## src/rtl/trace_pkg.sv

```systemverilog
// Shared types for the commit trace buffer: record layout, beat order and header fields.
// No logic here; the beat serialiser helper is purely combinational.
package trace_pkg;

    localparam int TRACE_XLEN   = 32;
    localparam int TRACE_BEATS  = 5;
    localparam int HDR_DROP_BIT = 31;
    localparam int HDR_RD_LSB   = 0;
    localparam int HDR_RD_W     = 5;

    typedef struct packed {
        logic [31:0]           cycle;
        logic [TRACE_XLEN-1:0] tag;
        logic [31:0]           instr;
        logic                  drop_flag;
        logic [4:0]            rd_addr;
        logic [TRACE_XLEN-1:0] data;
    } trace_rec_t;

    typedef enum logic [2:0] {
        BEAT_CYCLE,
        BEAT_TAG,
        BEAT_INSTR,
        BEAT_HDR,
        BEAT_DATA
    } beat_e;

    typedef enum logic {
        ST_IDLE,
        ST_SEND
    } state_e;

    function automatic logic [31:0] beat_payload(input trace_rec_t rec, input beat_e beat);
        logic [31:0] p;
        p = '0;
        case (beat)
            BEAT_CYCLE: p = rec.cycle;
            BEAT_TAG:   p = rec.tag;
            BEAT_INSTR: p = rec.instr;
            BEAT_HDR: begin
                p[HDR_DROP_BIT]             = rec.drop_flag;
                p[HDR_RD_LSB +: HDR_RD_W]   = rec.rd_addr;
            end
            BEAT_DATA:  p = rec.data;
            default:    p = '0;
        endcase
        return p;
    endfunction

endpackage

```

## src/rtl/trace_fifo.sv

```systemverilog
// Circular record store; level/full/empty registered, head read combinationally from rd_ptr.
// No internal backpressure: caller gates push on !full|pop; push+pop when full overwrites the popped slot.
module trace_fifo
    import trace_pkg::*;
#(
    parameter int  DEPTH = 16,
    localparam int AW    = $clog2(DEPTH),
    localparam int LW    = AW + 1
) (
    input  logic          clk,
    input  logic          rst_n,
    input  logic          clear,
    input  logic          push,
    input  trace_rec_t    push_rec,
    input  logic          pop,
    output trace_rec_t    head,
    output logic [LW-1:0] level,
    output logic          full,
    output logic          empty
);

    trace_rec_t    mem [DEPTH];
    logic [AW-1:0] wr_ptr;
    logic [AW-1:0] rd_ptr;
    logic [LW-1:0] level_nxt;

    always_ff @(posedge clk) begin
        if (push) begin
            mem[wr_ptr] <= push_rec;
        end
    end

    assign head = mem[rd_ptr];

    always_comb begin
        level_nxt = level;
        if (push && !pop) begin
            level_nxt = level + 1'b1;
        end else if (pop && !push) begin
            level_nxt = level - 1'b1;
        end
    end

    // Power-of-two depth lets the pointers wrap by plain overflow.
    always_ff @(posedge clk) begin
        if (!rst_n || clear) begin
            wr_ptr <= '0;
            rd_ptr <= '0;
            level  <= '0;
            full   <= 1'b0;
            empty  <= 1'b1;
        end else begin
            if (push) begin
                wr_ptr <= wr_ptr + 1'b1;
            end
            if (pop) begin
                rd_ptr <= rd_ptr + 1'b1;
            end
            level <= level_nxt;
            full  <= (level_nxt == LW'(DEPTH));
            empty <= (level_nxt == '0);
        end
    end

endmodule

```

## src/rtl/commit_trace_buf.sv

```systemverilog
// Captures writebacks as trace records and serialises each as 5 x 32-bit beats; rd_valid 1 cycle after push edge.
// rd_ready low holds the current beat; a full buffer drops new records and counts them unless a pop frees a slot.
module commit_trace_buf
    import trace_pkg::*;
#(
    parameter int  XLEN   = 32,
    parameter int  DEPTH  = 16,
    parameter int  DROP_W = 16,
    localparam int LW     = $clog2(DEPTH) + 1
) (
    input  logic              clk,
    input  logic              rst_n,
    input  logic              trace_en,
    input  logic              clear,
    input  logic              wb_en,
    input  logic [XLEN-1:0]   wb_tag,
    input  logic [31:0]       wb_instr,
    input  logic [4:0]        wb_rd_addr,
    input  logic [XLEN-1:0]   wb_data,
    output logic              rd_valid,
    input  logic              rd_ready,
    output logic [31:0]       rd_data,
    output logic              rd_last,
    output logic [LW-1:0]     level,
    output logic [DROP_W-1:0] drop_count,
    output logic              full,
    output logic              empty
);

    if (XLEN != 32) begin : g_xlen_chk
        $error("commit_trace_buf: only XLEN=32 is supported");
    end
    if (DEPTH < 2 || (DEPTH & (DEPTH - 1)) != 0) begin : g_depth_chk
        $error("commit_trace_buf: DEPTH must be a power of two >= 2");
    end

    logic [31:0] cycle_cnt;
    logic        pending_drop;
    state_e      state, state_nxt;
    beat_e       beat, beat_nxt;
    trace_rec_t  wr_rec;
    trace_rec_t  head;
    logic        capture, accept, push, pop, drop;

    assign capture = wb_en & trace_en & ~clear;
    assign accept  = rd_valid & rd_ready;
    assign pop     = accept & (beat == BEAT_DATA) & ~clear;
    assign push    = capture & (~full | pop);
    assign drop    = capture & full & ~pop;

    assign wr_rec = '{cycle:     cycle_cnt,
                      tag:       wb_tag,
                      instr:     wb_instr,
                      drop_flag: pending_drop,
                      rd_addr:   wb_rd_addr,
                      data:      wb_data};

    trace_fifo #(.DEPTH(DEPTH)) u_fifo (
        .clk      (clk),
        .rst_n    (rst_n),
        .clear    (clear),
        .push     (push),
        .push_rec (wr_rec),
        .pop      (pop),
        .head     (head),
        .level    (level),
        .full     (full),
        .empty    (empty)
    );

    // Free-running timestamp; deliberately untouched by clear so traces stay comparable across flushes.
    always_ff @(posedge clk) begin
        if (!rst_n) begin
            cycle_cnt <= '0;
        end else begin
            cycle_cnt <= cycle_cnt + 1'b1;
        end
    end

    always_ff @(posedge clk) begin
        if (!rst_n || clear) begin
            drop_count   <= '0;
            pending_drop <= 1'b0;
        end else if (drop) begin
            pending_drop <= 1'b1;
            if (drop_count != '1) begin
                drop_count <= drop_count + 1'b1;
            end
        end else if (push) begin
            pending_drop <= 1'b0;
        end
    end

    always_ff @(posedge clk) begin
        if (!rst_n) begin
            state <= ST_IDLE;
            beat  <= BEAT_CYCLE;
        end else begin
            state <= state_nxt;
            beat  <= beat_nxt;
        end
    end

    // A same-cycle push keeps the stream going even when the popped record was the last one.
    always_comb begin
        state_nxt = state;
        beat_nxt  = beat;
        if (clear) begin
            state_nxt = ST_IDLE;
            beat_nxt  = BEAT_CYCLE;
        end else begin
            case (state)
                ST_IDLE: begin
                    if (!empty) begin
                        state_nxt = ST_SEND;
                        beat_nxt  = BEAT_CYCLE;
                    end
                end
                ST_SEND: begin
                    if (accept) begin
                        if (beat == BEAT_DATA) begin
                            beat_nxt = BEAT_CYCLE;
                            if (level == LW'(1) && !push) begin
                                state_nxt = ST_IDLE;
                            end
                        end else begin
                            beat_nxt = beat_e'(beat + 3'd1);
                        end
                    end
                end
                default: begin
                    state_nxt = ST_IDLE;
                    beat_nxt  = BEAT_CYCLE;
                end
            endcase
        end
    end

    assign rd_valid = (state == ST_SEND);
    assign rd_last  = rd_valid & (beat == BEAT_DATA);
    assign rd_data  = rd_valid ? beat_payload(head, beat) : 32'h0;

endmodule

```

## config.mk

```make
export PLATFORM = sky130hd
export DESIGN_NAME = commit_trace_buf
export DESIGN_NICKNAME = d
export VERILOG_FILES = /design/src/rtl/trace_pkg.sv /design/src/rtl/trace_fifo.sv /design/src/rtl/commit_trace_buf.sv
export SDC_FILE = /design/constraint.sdc
export NUM_CORES = 2
export LEC_CHECK = 0
export BUFFER_PORTS_ARGS = -buffer_cell sky130_fd_sc_hd__buf_2
export CORE_ASPECT_RATIO = 0.5
export CORE_MARGIN = 8
export CORE_UTILIZATION = 65
export CTS_BUF_LIST = sky130_fd_sc_hd__clkbuf_4
export CTS_CLUSTER_SIZE = 25
export DETAILED_ROUTE_END_ITERATION = 10
export HOLD_SLACK_MARGIN = 0.03
export PLACE_DENSITY_LB_ADDON = 0.05
export SLEW_MARGIN = 20
export SYNTH_ARGS = -nofsm -noshare
export SYNTH_HDL_FRONTEND = slang
export SYNTH_SLANG_ARGS = --single-unit
```

## constraint.sdc

```tcl
create_clock -name clk -period 34.7 [get_ports clk]
set_clock_uncertainty 0.1 [all_clocks]
set_input_delay 3.47 -clock clk [delete_from_list [all_inputs] [get_ports clk]]
set_output_delay 3.47 -clock clk [all_outputs]
set_load 0.005 [all_outputs]
```

==> flow_metrics.env <==
export IMPL_status="finished, final reports clean"
export IMPL_numPortBuffers=163
export IMPL_r2r_slack_ps=28880
export IMPL_cap_viol_max_count=0
export IMPL_slew_viol_final=0
export IMPL_cts_resized=0
export IMPL_worstSetupEndpointType="output pin"
export IMPL_cts_buffers=466
export IMPL_power_mw=4.92
export IMPL_synth_cell_types=63
export IMPL_dp_cells=5771
export IMPL_num_vias=43408
export IMPL_multi_input_area_mm2=0.0184
export IMPL_slowest_delay_ps=860
export IMPL_max_freq_mhz=95.0
export IMPL_root_buffer="clkbuf_4"
export IMPL_period_share_pct=30.3
export IMPL_path_clk_slew_ps=80
export IMPL_yosysWarningCount=0
export IMPL_row_count=94
export IMPL_critPathArrivalTime_ps=6960
export IMPL_grt_remaining_overflow=0
export IMPL_clk_latency_ps=1150
export IMPL_cts_setup_buffers=0
export IMPL_setup_tns_ps=0
export IMPL_synth_area_per_cell_um2=21.5
export IMPL_fin_nets=4585
export IMPL_final_common_cell="edfxtp_1"
export IMPL_cp_cell_sequence="buf_12, buf_12, buf_4, buf_4, mux4_2, mux4_2, a32oi_1, o21ai_1, buf_2"
export IMPL_slowest_stage="dfxtp_4"
export IMPL_ys_ff_latch=2216
export IMPL_start_util_pct=65.2
export IMPL_r2r_end="u_fifo.mem[2][30]$_DFFE_PP_"
export IMPL_cts_tree="yes"
export IMPL_gp_congestion=0.796
export IMPL_hold_slack_ps=414
export IMPL_place_hpwl_mm=105
export IMPL_grt_pass1_wl_mm=301
export IMPL_rr_worst_depth=9
export IMPL_placed_area_mm2=0.0882
export IMPL_hold_violations=0
export IMPL_wirelength_mm=209
export IMPL_syn_inst=3956
export IMPL_cts_sinks=2216
export IMPL_synth_nets=4078
export IMPL_grt_max_degree=118
export IMPL_drt_initial_drc_count=5595
export IMPL_ant_nets=0
export IMPL_utilization_pct=72.0
export IMPL_max_slew_margin_pct=16.7
export IMPL_layout_setup_ws_ps=24170
export IMPL_cp_start_kind="register"
export IMPL_setup_violations_final=0
export IMPL_syn2layout_area_growth_pct=10.5
export IMPL_drtPass1Iterations=6
export IMPL_fin_crit_ps=10530
export IMPL_dieArea_mm2=0.144
export IMPL_die_width_um=528
export IMPL_irDropWorstVdd_mv=0.0428
export IMPL_synth_seq_area_share_pct=77.2
export IMPL_stdcell_count=6601
export IMPL_grt_usage_pct=29.0
export IMPL_htreeDepth=5
export IMPL_fillers=7818
export IMPL_synth_edf_count=2144
export IMPL_cp_max_fo=88
export IMPL_clock_tree_buffer_depth=4
export IMPL_min_delay_start="u_fifo.rd_ptr[1]$_SDFFE_PP0P_"
export IMPL_rsz0062_at_grt="false"
export IMPL_worstHoldPathType="reg -> reg"
export IMPL_ys_flop_type="edfxtp_1"
export IMPL_post_drt_wl_per_cell_um=31.6
export IMPL_first_global_vias=44355
export IMPL_drive_gt1_share_pct=32.1
export IMPL_vias_per_cell=6.58
export IMPL_rr_startpoint="rd_valid$_SDFF_PP0_"
export IMPL_path_buf_inv=5
export IMPL_drc=0
export IMPL_hold_path_depth=2
export IMPL_leakage_nw=28.6
export IMPL_cp_top_family="buffers and inverters"
export IMPL_final_area_mm2=0.0942
export IMPL_ys_async_sr_fraction_pct=0
export IMPL_seqCellArea_mm2=0.0658
export IMPL_worst_setup_path_type="reg -> out"
export IMPL_syn_area_mm2=0.0852
export IMPL_holdBufCountCts=0
export IMPL_post_place_ws_ps=25110
export IMPL_coreArea_mm2=0.131
export IMPL_pin_count=164
export IMPL_required_ps=31130
export IMPL_powerDensity_mw_per_mm2=52.3
export IMPL_antenna_found_initial=29
export IMPL_final_cell_mix="edfxtp_1 (2144), clkbuf_4 (720), mux4_2 (492), mux2i_1 (232), buf_2 (163)"
export IMPL_worstMarginPinSlew_ps=1240
export IMPL_fp_dieH_um=272
-- registers in the layout, indices dropped and copies added, names as in the netlist, named ones only --
register       count
u_fifo.wr_ptr      4
cycle_cnt         32
pending_drop       1
u_fifo.empty       1
beat               3
u_fifo.rd_ptr      4
drop_count        16
rd_valid           1
u_fifo.level       5
u_fifo.full        1
u_fifo.mem      2144
-- report_power, final --
group,leakage (nW),internal [mW],total (mW),switching (mW)
sequential,19.4,2.92,2.93,0.00278
combinational,5.55,0.0118,0.0499,0.0381
clock,3.58,0.989,1.95,0.958
total,28.6,3.93,4.92,0.999
-- Yosys cell counts (15+ instances only) --
cell type,n,area [um^2]
buf_2,47,235
mux2i_1,232,2320
buf_4,35,263
dfxtp_1,72,1440
o21ai_0,20,100
buf_6,16,180
o21ai_1,27,135
mux4_2,492,11100
ha_1,15,188
edfxtp_1,2144,64400
and2_1,34,213
a31oi_1,27,169
a311oi_1,22,193
inv_1,17,63.8
nand3_1,86,430
nand4_1,16,100
xnor2_1,22,193
a21oi_1,30,150
nand2_1,137,514
xor2_1,25,219
clkbuf_1,101,379
nor2_1,58,218
a32oi_1,27,236
nor2b_1,18,113
a22oi_1,109,818
-- cell families after synthesis --
logic type               count (synthesis)  synth area share [%]
adder cells (fa/ha/maj)                 15                 0.220
buffers and inverters                  233                  1.40
AO/OA/AOI/OAI                          318                  2.64
multiplexers                           728                  15.8
XOR/XNOR                                47                 0.483
AND/OR/NAND/NOR                        399                  2.26
flip-flops                            2216                  77.2
-- final cells by class --
| cell class | count | area share (%) |
|---|---|---|
| Clock buffer | 720 | 5.74 |
| Inverter | 18 | 0.0744 |
| Tap cell | 1776 | 2.36 |
| Antenna cell | 18 | 0.0478 |
| Timing Repair Buffer | 254 | 1.78 |
| Clock inverter | 92 | 0.587 |
| Sequential cell | 2216 | 69.9 |
| Multi-Input combinational cell | 1507 | 19.5 |
-- worst register-to-register path: cells and delay by family, from the launching register on --
kind / cells / cell delay, ps
flip-flops: 1 / 330
AO/OA/AOI/OAI: 1 / 340
buffers and inverters: 5 / 3260
AND/OR/NAND/NOR: 3 / 1350
-- worst max path at each step --
| stage | to | startpoint | slack [ps] | cells past startpoint |
|---|---|---|---|---|
| finish | rd_data[16] | register | 24170 | 9 |
| global route | rd_data[16] | register | 23500 | 9 |
| CTS | rd_data[16] | register | 23890 | 9 |
| detailed placement | rd_data[16] | register | 25110 | 9 |
| global placement | rd_data[16] | register | 25150 | 9 |
| floorplan | u_fifo.mem[7][0]$_DFFE_PP_ | rd_ready | 20230 | 6 |
-- per-layer routing --
layer / share of wire [%] / up-vias / routed length, um / track usage (%)
li1: - / 17897 / - / -
met3: 12 / 318 / 24300 / 8.99
met4: 2.4 / 18 / 4960 / 8.07
met2: 46 / 2444 / 96500 / 44.0
met1: 40 / 22731 / 82700 / 41.7
met5: 0.057 / - / 119 / 0
Note: power is estimated with default switching activity, not from simulation.
